[src/rtl/lif_neuron_array.sv]
// Time-multiplexed array of leaky integrate-and-fire neurons sharing one datapath.
// One step walks every neuron once, then publishes the spike vector with a one-cycle pulse.
module lif_neuron_array #(
  parameter int unsigned N_CHANNEL    = 4,
  parameter int unsigned N_NEURON     = 8,
  parameter int unsigned W_WIDTH      = 8,
  parameter int unsigned V_WIDTH      = 16,
  parameter int unsigned LEAK_WIDTH   = 5,
  parameter int unsigned REFRAC_WIDTH = 4,
  parameter logic signed [V_WIDTH-1:0] RESET_VALUE = '0,
  parameter int unsigned CH_AW = (N_CHANNEL > 1) ? $clog2(N_CHANNEL) : 1,
  parameter int unsigned NR_AW = (N_NEURON > 1) ? $clog2(N_NEURON) : 1
) (
  input  logic                      clk,
  input  logic                      rst,
  input  logic                      step_valid,
  output logic                      step_ready,
  input  logic [N_CHANNEL-1:0]      spike_in,
  input  logic [LEAK_WIDTH-1:0]     leak_shift,
  input  logic [V_WIDTH-1:0]        threshold,
  input  logic [REFRAC_WIDTH-1:0]   refrac_len,
  input  logic                      weight_wr,
  input  logic [NR_AW+CH_AW-1:0]    weight_addr,
  input  logic [W_WIDTH-1:0]        weight_data,
  output logic [N_NEURON-1:0]       spike_out,
  output logic                      spike_valid,
  input  logic [NR_AW-1:0]          vmem_rd_addr,
  output logic [V_WIDTH-1:0]        vmem_rd_data
);

  // Wide enough that V - L + I cannot overflow before saturation.
  localparam int unsigned SW = V_WIDTH + CH_AW + 2;

  typedef enum logic [1:0] {StIdle, StUpdate, StDone} state_e;

  state_e                    state_q;
  logic [NR_AW-1:0]          n_q;
  logic [N_CHANNEL-1:0]      spk_q;
  logic [LEAK_WIDTH-1:0]     leak_q;
  logic signed [V_WIDTH-1:0] thr_q;
  logic [REFRAC_WIDTH-1:0]   rlen_q;
  logic [N_NEURON-1:0]       acc_q;

  logic signed [W_WIDTH-1:0]  w_q      [N_NEURON][N_CHANNEL];
  logic signed [V_WIDTH-1:0]  v_q      [N_NEURON];
  logic [REFRAC_WIDTH-1:0]    refrac_q [N_NEURON];

  logic signed [V_WIDTH-1:0] v_cur;
  logic signed [V_WIDTH-1:0] l_val;
  logic signed [V_WIDTH-1:0] s_sat;
  logic signed [SW-1:0]      i_sum;
  logic signed [SW-1:0]      s_wide;
  logic                      fire;
  logic                      refrac_busy;

  always_comb begin
    v_cur = v_q[n_q];
    i_sum = '0;
    for (int c = 0; c < N_CHANNEL; c++) begin
      if (spk_q[c]) begin
        i_sum = i_sum + $signed({{(SW-W_WIDTH){w_q[n_q][c][W_WIDTH-1]}}, w_q[n_q][c]});
      end
    end
    if (32'(leak_q) >= V_WIDTH) begin
      l_val = '0;
    end else begin
      l_val = v_cur >>> leak_q;
    end
    s_wide = $signed({{(SW-V_WIDTH){v_cur[V_WIDTH-1]}}, v_cur})
           - $signed({{(SW-V_WIDTH){l_val[V_WIDTH-1]}}, l_val})
           + i_sum;
    // Out of range when the bits above the V_WIDTH sign bit disagree with it.
    if (s_wide[SW-1:V_WIDTH-1] != {(SW-V_WIDTH+1){s_wide[SW-1]}}) begin
      s_sat = s_wide[SW-1] ? {1'b1, {(V_WIDTH-1){1'b0}}} : {1'b0, {(V_WIDTH-1){1'b1}}};
    end else begin
      s_sat = s_wide[V_WIDTH-1:0];
    end
    fire        = (s_sat >= thr_q);
    refrac_busy = (refrac_q[n_q] != '0);
  end

  always_ff @(posedge clk or posedge rst) begin
    if (rst) begin
      state_q      <= StIdle;
      n_q          <= '0;
      spk_q        <= '0;
      leak_q       <= '0;
      thr_q        <= '0;
      rlen_q       <= '0;
      acc_q        <= '0;
      step_ready   <= 1'b1;
      spike_out    <= '0;
      spike_valid  <= 1'b0;
      vmem_rd_data <= '0;
      for (int k = 0; k < N_NEURON; k++) begin
        v_q[k]      <= RESET_VALUE;
        refrac_q[k] <= '0;
      end
    end else begin
      spike_valid  <= 1'b0;
      vmem_rd_data <= v_q[vmem_rd_addr];
      unique case (state_q)
        StIdle: begin
          if (step_valid) begin
            spk_q      <= spike_in;
            leak_q     <= leak_shift;
            thr_q      <= threshold;
            rlen_q     <= refrac_len;
            n_q        <= '0;
            acc_q      <= '0;
            step_ready <= 1'b0;
            state_q    <= StUpdate;
          end
        end
        StUpdate: begin
          if (refrac_busy) begin
            refrac_q[n_q] <= refrac_q[n_q] - 1'b1;
          end else if (fire) begin
            acc_q[n_q]    <= 1'b1;
            v_q[n_q]      <= RESET_VALUE;
            refrac_q[n_q] <= rlen_q;
          end else begin
            v_q[n_q] <= s_sat;
          end
          if (n_q == NR_AW'(N_NEURON - 1)) begin
            state_q <= StDone;
          end else begin
            n_q <= n_q + 1'b1;
          end
        end
        StDone: begin
          spike_out   <= acc_q;
          spike_valid <= 1'b1;
          step_ready  <= 1'b1;
          state_q     <= StIdle;
        end
        default: state_q <= StIdle;
      endcase
    end
  end

  // Registered weights: a write lands after the current neuron's update has used the old value.
  always_ff @(posedge clk or posedge rst) begin
    if (rst) begin
      for (int k = 0; k < N_NEURON; k++) begin
        for (int c = 0; c < N_CHANNEL; c++) begin
          w_q[k][c] <= '0;
        end
      end
    end else if (weight_wr) begin
      w_q[weight_addr[NR_AW+CH_AW-1:CH_AW]][weight_addr[CH_AW-1:0]] <= weight_data;
    end
  end

endmodule

[config.mk]
export PLATFORM = sky130hd
export DESIGN_NAME = lif_neuron_array
export DESIGN_NICKNAME = d
export VERILOG_FILES = /design/src/rtl/lif_neuron_array.sv
export SDC_FILE = /design/constraint.sdc
export NUM_CORES = 1
export LEC_CHECK = 0
export BUFFER_PORTS_ARGS = -buffer_cell sky130_fd_sc_hd__buf_4
export CORE_UTILIZATION = 50
export CTS_CLUSTER_DIAMETER = 80
export CTS_CLUSTER_SIZE = 30
export DETAILED_ROUTE_END_ITERATION = 8
export HOLD_SLACK_MARGIN = 0.1
export PLACE_DENSITY = 0.72
export SLEW_MARGIN = 20
export SYNTH_ARGS = -nofsm -noshare
export SYNTH_HDL_FRONTEND = slang
export SYNTH_SLANG_ARGS = --single-unit
[constraint.sdc]
create_clock -name clk -period 21.5 [get_ports clk]
set_input_delay 3.225 -clock clk [delete_from_list [all_inputs] [get_ports clk]]
set_output_delay 3.225 -clock clk [all_outputs]
set_load 0.01 [all_outputs]
---- Yosys cells after proc, flatten, opt, wreduce, memory -nomap -nowiden ----
Index checks and enable logic that the tools add are counted.
cells by class
  equal/unequal tests ..................... 9
  multiplexer cells ....................... 49
  bitwise gates (word level) .............. 8
  shifts and indexed selects .............. 1
  reduce and logical (&&, ||, !) cells .... 16
  add/subtract/negate cells ............... 7
  order comparisons ....................... 11
operators with widths
  kind                                            number
  256-bit bitwise mux                             1
  32-bit two-way mux                              5
  128-bit bitwise AND                             1
  128-bit bitwise mux                             1
  128-bit two-way mux                             1
  16-bit two-way mux                              8
  128-bit NOT                                     1
  16-bit binary-select mux with 3-bit select      2
  32-bit binary-select mux with 3-bit select      1
  32-bit demux with 3-bit select                  1
  20-bit two-way mux                              4
  32-bit bitwise mux                              2
  20-bit by 8-bit adder with 20-bit output        3
  16-bit demux with 3-bit select                  1
  8-bit two-way mux                               4
  17-bit by 20-bit adder with 20-bit output       1
  16-bit by 16-bit subtractor with 17-bit output  1
  8-bit demux with 2-bit select                   1
  16-bit >= comparator                            1
  8-bit one-hot mux with 2 select lines           1
  16-bit by 5-bit >>> shifter with 16-bit output  1
  4-bit binary-select mux with 3-bit select       1
  4-bit demux with 3-bit select                   1
  4-bit >= comparator, second input constant      3
  32 further kinds                                54
word-level totals
  logic and storage cells ................. 160
  flip-flop bits (word level) ............. 484
  output and inout port bits .............. 26

---- Depth between registers and ports, before layout ----
Gate-level depths: netlist (run 1).
  depth in word-level cells ............... 18
  gate-level depth with buffers ........... 69
  depth with buffers taken out ............ 60

---- Worst setup path after synthesis (run 1) ----
Ideal clock, no wire load.
  kind .................................... register to register
  start point ............................. register n_q[2]
  end point ............................... register refrac_q[12] (netlist name)
  path slack .............................. 8,962 ps
  library setup time ...................... 125 ps
  period minus slack after synthesis ...... 12,538 ps
  buffers on the path ..................... 8
  stages on the path, launching flop included .. 63
  data arrival time ....................... 12,414 ps
  path through ............................ dfrtp_1 buf_4 buf_2 buf_1 nor3_1 clkbuf_1 buf_1 buf_1 a22oi_1 nand4_1 ha_1 fa_1 a21o_1 a21oi_1 o21bai_1 a21oi_1 nor2b_1 o21ai_0 [... 27 more ...] and4b_1 a311o_1 or4_1 nand2_1 clkbuf_1 o21ai_0 ha_1 a41oi_1 o21ai_0 a21o_1 a21oi_1 o21bai_1 a221oi_1 a211o_1 buf_2 o21ai_1 nor2_1 mux2_2
between the ends
  cells in the longest elaborated chain, start to end .. 17
  elaborated cells between the ends (all ways) .. 38
RTL lines
  element                                                      RTL line  source
  from (decl)                                                  37        logic [NR_AW-1:0] n_q;
  from (signal assigned)                                       128       n_q <= n_q + 1'b1;
  3-bit NOT with 4-bit output (implied by the code) *          -
  32-bit binary-select mux with 3-bit select                   61        i_sum = i_sum + $signed({{(SW-W_WIDTH){w_q[n_q][c][W_WIDTH-1]}}, w_q[n_q][c]});
  32-bit two-way mux (implied by the code) (2 in series)       61
  20-bit two-way mux                                           60        if (spk_q[c]) begin
  20-bit by 8-bit adder with 20-bit output                     61
  20-bit two-way mux                                           60
  20-bit by 8-bit adder with 20-bit output                     61
  20-bit two-way mux                                           60
  20-bit by 8-bit adder with 20-bit output                     61
  20-bit two-way mux                                           60
  17-bit by 20-bit adder with 20-bit output                    71        + i_sum;
  4-bit inequality test or 16-bit two-way mux (tied branches)  73, 74
  16-bit two-way mux                                           73        if (s_wide[SW-1:V_WIDTH-1] != {(SW-V_WIDTH+1){s_wide[SW-1]}}) begin
  16-bit >= comparator                                         78        fire = (s_sat >= thr_q);
  2-bit nonzero test (no line)                                 -
  2-bit AND reduction (no line)                                -
  to (signal, indexed assignment)                              117       refrac_q[n_q] <= refrac_q[n_q] - 1'b1;
  to (signal, indexed assignment)                              121       refrac_q[n_q] <= rlen_q;
  to (decl)                                                    46        logic [REFRAC_WIDTH-1:0] refrac_q [N_NEURON];
Mark *: on every way between the ends. The rest lies on a longest branch, timed or not. The select of a mux whose other input is x is not followed.
A chain may end at the register's enable or synchronous reset.

---- Worst setup path in the final report (run 1) ----
  start point ............................. register n_q[0]
  end point ............................... register v_q[11] (netlist name)
between the ends
  cells in the longest elaborated chain, start to end .. 16
  elaborated cells between the ends (all ways) .. 37
RTL lines
  element                                                      RTL line  source
  3-bit NOT with 4-bit output (implied by the code) *          -
  32-bit binary-select mux with 3-bit select                   61
  32-bit two-way mux (implied by the code) (2 in series)       61
  20-bit two-way mux                                           60
  20-bit by 8-bit adder with 20-bit output                     61
  20-bit two-way mux                                           60
  20-bit by 8-bit adder with 20-bit output                     61
  20-bit two-way mux                                           60
  20-bit by 8-bit adder with 20-bit output                     61
  20-bit two-way mux                                           60
  17-bit by 20-bit adder with 20-bit output                    71
  4-bit inequality test or 16-bit two-way mux (tied branches)  73, 74
  16-bit two-way mux                                           73
  16-bit >= comparator or 128-bit bitwise mux (tied branches)  78, 123
  128-bit two-way mux                                          118       end else if (fire) begin
  to (signal, indexed assignment)                              123       v_q[n_q] <= s_sat;
  to (decl)                                                    45        logic signed [V_WIDTH-1:0] v_q [N_NEURON];
Marks and branches as above.

==> results.md, run 1 <==
- Outcome: finished, violations left
- Violated checks: design-rule violations
- Rows: 84
- Wire per inst: 24.90 microns
- Worst-margin pin slew: 1.265 ns
- Final setup viols: 0
- Synth-to-layout area growth: 7.241%
- Synth Warn #: 0
- Worst slew margin relative to its limit: 0.1506
- CTS tree: yes
- CP Max Fanout: 46
- Synth Register Bits: 484
- Antenna Cells: 0
- First-pass GRT wire length: 118700 microns
- DRC errors left: 8
- XOR/XNOR Fraction of Synth Area: 0.01909
- Compound-Gate Fraction of Synth Area: 0.1664
- RD Place Congestion: 0.9347
- Crit path launch type: flip-flop
- Commonest non-fill, non-tap cells in the layout: 481 x dfrtp_1, 345 x mux2_2, 148 x nand2_1
- Minimum clock period: 14.74 ns
- Setup total negative slack: 0 ns
- Clock sink count: 484
- Syn avg cell area: 11.40 sq um
- CORE AREA: 52870 sq um
- Cell Count, Final, Fillers Out: 3055
- Fmax: 0.06783 GHz
- Crit path top cell by count: a21oi_1
- Total GRT Usage: 0.2810
- Clock skew: 0.02745 ns
- Num CTS Buffers: 26
- # IOs: 75
- Layout cell share with drive strength beyond 1: 0.2497
- Worst path max stage delay: 0.96 ns
- Crit Path Category: flip-flop to flip-flop
- Top FF cell, synth: dfrtp_1
- Drt pass-1 iters: 8
- Req. time, crit path: 22.03 ns
- Initial Util: 0.5096
- Fillers: 4424
- Number of enable flip-flop cells after synthesis: 0
- Hold WC Path Type: flip-flop to flip-flop
- CP max-delay cell: dfrtp_2
- Initial antenna violation count: 0
- Vias: 19970
- Number of vias per cell: 6.538
- Die H: 234.1 microns
- Crit path DAT: 15.28 ns
- Post-cts sizing count: 0
- Distinct cells, synth: 80
- Adder-Cell Fraction of Synth Area: 0.05805
- Clock transition at path regs: 0.11 ns
- Clk Latency, worst-skew pair: 0.62 ns
- CTS Buffer Depth: 3
- Post-route ant nets: 0
- DRT Wirelength: 76060 microns
- Post-Synthesis Cells: 2364
- Core Util, Final: 0.5465
- Synth Area in Simple Gates: 0.07663
- Most common cell after layout, fill and taps aside: dfrtp_1
- Fin. max-slew vios: 0
- HPWL after detailed placement: 53110 microns
- Largest family of logic cells by synthesized area: multiplexers
- Final instance area: 28890 sq um
- Final cycle utilization of the critical path: 0.6857
- Root cell of the clock tree: clkbuf_16
- RSZ-0062 raised after global routing: false
- # Max-Cap Violations: 0
- Mux cell area share after synthesis: 0.1915
- Worst setup EP type: flip-flop
- Starting DRC count in detailed routing: 2040
- Count of input and output buffers: 74
- Postcts setup bufs: 0
- Register area share after synthesis: 0.4496
- Dpl cells: 3007
- Die ar.: 54810 sq um
- Post-synth ARST share: 1.000
- Final hold violation count: 0
- Vias in the first global route: 19830
- Pin count of the biggest net entering global routing: 171
- Die extent in x: 234.1 microns
- CTS H-tree depth: 1
- Mapped Area: 26940 sq um
- Hold_buf cts: 0
- Overflow after GRT: 0
- Synthesized Nets: 2526
- Net count of the finished layout: 2509
- Cell Area, Placed: 28000 sq um
## per-layer routing
layer	track usage	up-vias	routed length, microns
met3	0.04353	163	6023
met4	0.1011	0	3102
met2	0.4464	908	35140
met1	0.3896	10100	31790
met5	0	-	0
li1	-	8799	-
## state kept, by name (all words and copies together), names as in the netlist
signal        cells
acc_q             8
leak_q            5
n_q               3
refrac_q         32
rlen_q            4
spike_out         8
spike_valid       1
spk_q             4
state_q           2
step_ready        1
thr_q            16
v_q             128
vmem_rd_data     16
w_q             256
## critical path: cells and delay by family (launching register included)
kind                       cells  cell delay, ns
xor gates and xnor gates       2            0.17
DFF                            1            0.96
buffers and inverters          4            0.78
adders and majority gates      7            2.70
AOI/OAI and AO/OA             29            5.68
and+or+nand+nor               14            4.36
## cell type report
type / count / area (sq um) / area share
multi-input cells: 1626 / 13820 / 0.4784
flip-flops and latches: 484 / 12120 / 0.4193
well taps: 688 / 860.8 / 0.02980
repair buffers: 109 / 834.6 / 0.02889
clock buffers: 31 / 690.7 / 0.02391
inverters: 100 / 382.9 / 0.01325
clock inverters: 17 / 186.4 / 0.006453
## cell families after synthesis
family / count (synthesis)
compound gates: 615
flops: 484
mux: 423
simple gates: 418
buf+inv: 254
fa+ha+maj: 113
xor+xnor: 57
## through the flow
| stage | worst slack, ns | hold slack (ns) |
|---|---|---|
| 2_1_floorplan | 4.771 | 0.4587 |
| 3_3_place_gp | 7.370 | 0.4498 |
| 3_5_place_dp | 6.995 | 0.4551 |
| 4_1_cts | 6.927 | 0.4733 |
| 5_1_grt | 5.729 | 0.5005 |
| 6_report | 6.756 | 0.4725 |
## synth_stat cells, drive strengths merged (5+ instances only)
| library cell | n | area, sq um |
|---|---|---|
| fa | 20 | 400.4 |
| inv | 99 | 371.6 |
| xnor2 | 41 | 374.1 |
| a31oi | 6 | 37.54 |
| a21oi | 100 | 500.5 |
| nor4 | 5 | 37.53 |
| a21boi | 5 | 37.54 |
| a221oi | 21 | 183.9 |
| nor2 | 102 | 382.9 |
| and3 | 6 | 37.54 |
| a41oi | 6 | 52.55 |
| dfrtp | 483 | 12090 |
| ha | 93 | 1164 |
| a211oi | 5 | 42.54 |
| nor2b | 21 | 131.4 |
| a21o | 24 | 180.2 |
| or3 | 10 | 62.56 |
| o21ai | 106 | 538.0 |
| a221o | 105 | 1051 |
| or2 | 8 | 50.05 |
| o211ai | 24 | 185.2 |
| nand4 | 23 | 143.9 |
| nand2b | 19 | 121.4 |
| nor3 | 33 | 245.2 |
| nand2 | 149 | 561.8 |
| clkbuf | 108 | 405.4 |
| o21bai | 11 | 82.58 |
| a22oi | 128 | 974.7 |
| buf | 46 | 262.8 |
| mux2 | 346 | 3896 |
| xor2 | 16 | 140.1 |
| o22ai | 18 | 112.6 |
| o21a | 13 | 97.59 |
| nand3 | 15 | 75.07 |
| mux4 | 39 | 878.3 |
| and2 | 6 | 37.54 |
| a22o | 9 | 78.83 |
| nor3b | 7 | 57.55 |
| mux2i | 38 | 384.1 |
## final timing paths
check                           depth (start not counted)                   start  slack [ns]                     end
worst max-delay path                                   56      n_q[0]$_DFFE_PP0P_        6.76     v_q[11]$_DFFE_PP0P_
worst min-delay path                                    2  step_ready$_DFFE_PP1P_        0.47  step_ready$_DFFE_PP1P_
worst max register to register                         56      n_q[0]$_DFFE_PP0P_        6.76     v_q[11]$_DFFE_PP0P_
worst min register to register                          2  step_ready$_DFFE_PP1P_        0.47  step_ready$_DFFE_PP1P_
max in group asynchronous                               4                     rst       16.58   thr_q[11]$_DFFE_PP0P_
min in group asynchronous                               2                     rst        2.71     w_q[81]$_DFFE_PP0P_
Power of run 1 is not shown: default switching activity piles up to over one toggle a cycle in this logic, so the estimate is an artifact.
==> inputs of run 2 (changes only) <==
==> constraint.sdc (replaced) <==
create_clock -name clk -period 15.06 [get_ports clk]
set_input_delay 2.259 -clock clk [delete_from_list [all_inputs] [get_ports clk]]
set_output_delay 2.259 -clock clk [all_outputs]
set_load 0.01 [all_outputs]
==> run 2 against run 1 <==
The flow still finishes with violations (design-rule violations). Routed wire length up 1.7%. Setup slack got worse by 5.8 ns. Critical path type unchanged. Global-route usage up 0.11 points. Design area is 0.87% higher. Die area unchanged. Via count is 1.3% higher. Non-clock buffer count increased by 10. Critical endpoint is now v_q[24]$_DFFE_PP0P_.
==> results.md, run 2 (same netlist as run 1, synthesis figures left out) <==
- Outcome: finished, violations left
- Violated checks: design-rule violations
- Die H: 234.1 microns
- Most common cell after layout, fill and taps aside: dfrtp_1
- Cell Area, Placed: 28020 sq um
- Wire per inst: 25.26 microns
- # IOs: 75
- CP max-delay cell: and2_1
- Met2 WL: 35740 microns
- Drt pass-1 iters: 8
- DRT Wirelength: 77390 microns
- Clk Latency, worst-skew pair: 0.63 ns
- Reg with most FFs: w_q
- Count of input and output buffers: 74
- Worst R2R Path Depth: 54
- CP Max Fanout: 21
- Layout cell share with drive strength beyond 1: 0.2535
- Storage cell area: 12120 sq um
- CTS Buffer Depth: 3
- Hold Path Sink: step_ready$_DFFE_PP1P_
- Clock sink count: 484
- Total GRT Usage: 0.2820
- Reg-to-Reg End: v_q[24]$_DFFE_PP0P_
- Largest register FFs: 256
- Die ar.: 54810 sq um
- Hold WC Path Type: flip-flop to flip-flop
- CTS H-tree depth: 1
- Core Util, Final: 0.5512
- Worst hold path depth: 2
- DR top layer: met5
- RSZ-0062 raised after global routing: false
- Final hold violation count: 0
- Clock transition at path regs: 0.11 ns
- Crit path DAT: 14.63 ns
- Final setup viols: 0
- Net count of the finished layout: 2518
- CORE AREA: 52870 sq um
- Pin count of the biggest net entering global routing: 87
- Fmax: 0.07105 GHz
- Worst-margin pin slew: 1.250 ns
- Vias in the first global route: 20590
- First-pass GRT wire length: 119200 microns
- Post-route ant nets: 0
- Worst path max stage delay: 0.90 ns
- Commonest non-fill, non-tap cells in the layout: 481 x dfrtp_1, 345 x mux2_2, 148 x nand2_1
- Met1 wire length: 31960 microns
- Initial Util: 0.5096
- Initial antenna violation count: 0
- Setup total negative slack: 0 ns
- Final instance area: 29140 sq um
- CTS tree: yes
- Crit path launch type: flip-flop
- Worst reg2reg startpoint: n_q[2]$_DFFE_PP0P_
- Final cycle utilization of the critical path: 0.9345
- # Max-Cap Violations: 0
- Overflow after GRT: 0
- Number of vias per cell: 6.602
- Vias: 20230
- HP Start: step_ready$_DFFE_PP1P_
- Synth-to-layout area growth: 8.169%
- Die extent in x: 234.1 microns
- Crit Path Category: flip-flop to flip-flop
- HPWL after detailed placement: 52830 microns
- FF-to-FF setup slack: 0.99 ns
- Fillers: 4449
- Num CTS Buffers: 25
- DRC errors left: 16
- Rows: 84
- Starting DRC count in detailed routing: 2211
- Clock skew: 0.02579 ns
- Minimum clock period: 14.07 ns
- Routed met3 length: 6264 microns
- Multi-input combinational cell area: 13900 sq um
- Req. time, crit path: 15.61 ns
- Worst setup EP type: flip-flop
- Crit path top cell by count: a21oi_1
- Worst slew margin relative to its limit: 0.1624
- Fin. max-slew vios: 0
- RD Place Congestion: 0.9574
- Top flop regs: w_q: 256 flops, v_q: 128 flops, refrac_q: 32 flops
- Root cell of the clock tree: clkbuf_16
==> run 2: changes by cell type in the layout (fill, tap and decap cells not counted), sizes merged <==
cell	change
buf	+10
bufinv	+2
clkbuf	-1
clkinv	-1
clkinvlp	+1
diode	+1
inv	-3
==> run 2: worst max-delay path by stage <==
| stage | depth (start not counted) | endpoint | from | slack (ns) |
|---|---|---|---|---|
| finish | 54 | v_q[24]$_DFFE_PP0P_ | n_q[2]$_DFFE_PP0P_ | 0.99 |
| global route | 56 | v_q[124]$_DFFE_PP0P_ | n_q[2]$_DFFE_PP0P_ | 0.004 |
| CTS | 54 | v_q[100]$_DFFE_PP0P_ | n_q[2]$_DFFE_PP0P_ | 0.81 |
| detailed placement | 54 | v_q[2]$_DFFE_PP0P_ | n_q[2]$_DFFE_PP0P_ | 0.86 |
| global placement | 54 | v_q[2]$_DFFE_PP0P_ | n_q[2]$_DFFE_PP0P_ | 1.37 |
| floorplan | 62 | refrac_q[12]$_DFFE_PP0P_ | n_q[2]$_DFFE_PP0P_ | 2.52 |
==> run 2: cell type report <==
type | count | area share
multi-input cells | 1626 | 0.4770
flip-flops and latches | 484 | 0.4157
repair buffers | 119 | 0.03220
well taps | 688 | 0.02954
clock buffers | 30 | 0.02246
inverters | 100 | 0.01301
clock inverters | 16 | 0.01000
diodes | 1 | 0.00008587
==> run 2: per-stage QoR <==
step	hold slack [ns]	cells	worst slack (ns)
3_5_place_dp	0.4721	3009	0.8648
6_report	0.4912	3064	0.9860
5_1_grt	0.5202	3063	0.003816
4_1_cts	0.4955	3055	0.8071
2_1_floorplan	0.4587	2364	2.522
3_3_place_gp	0.4498	3009	1.367
==> run 2: layer usage <==
metal	global-route usage	vias up
li1	-	8812
met1	0.3745	10240
met2	0.4517	985
met3	0.05375	192
met4	0.1157	2
met5	0.01339	-
==> run 2: repair_timing <==
action	CTS	global route
hold buffers	0	0
setup buffers	0	8
gates resized for setup	0	5
setup endpoints to repair	0	104
==> run 2: worst max-delay path, delay by kind of cell (launching register included) <==
family                   cells  cell delay [ns]
adder cells (fa/ha/maj)      7             2.74
AO/OA/AOI/OAI               28             5.71
XOR/XNOR                     2             0.17
flip-flops                   1             0.57
AND/OR/NAND/NOR             13             3.84
buffers and inverters        4             0.94
Power of run 2 is left out for the same reason.
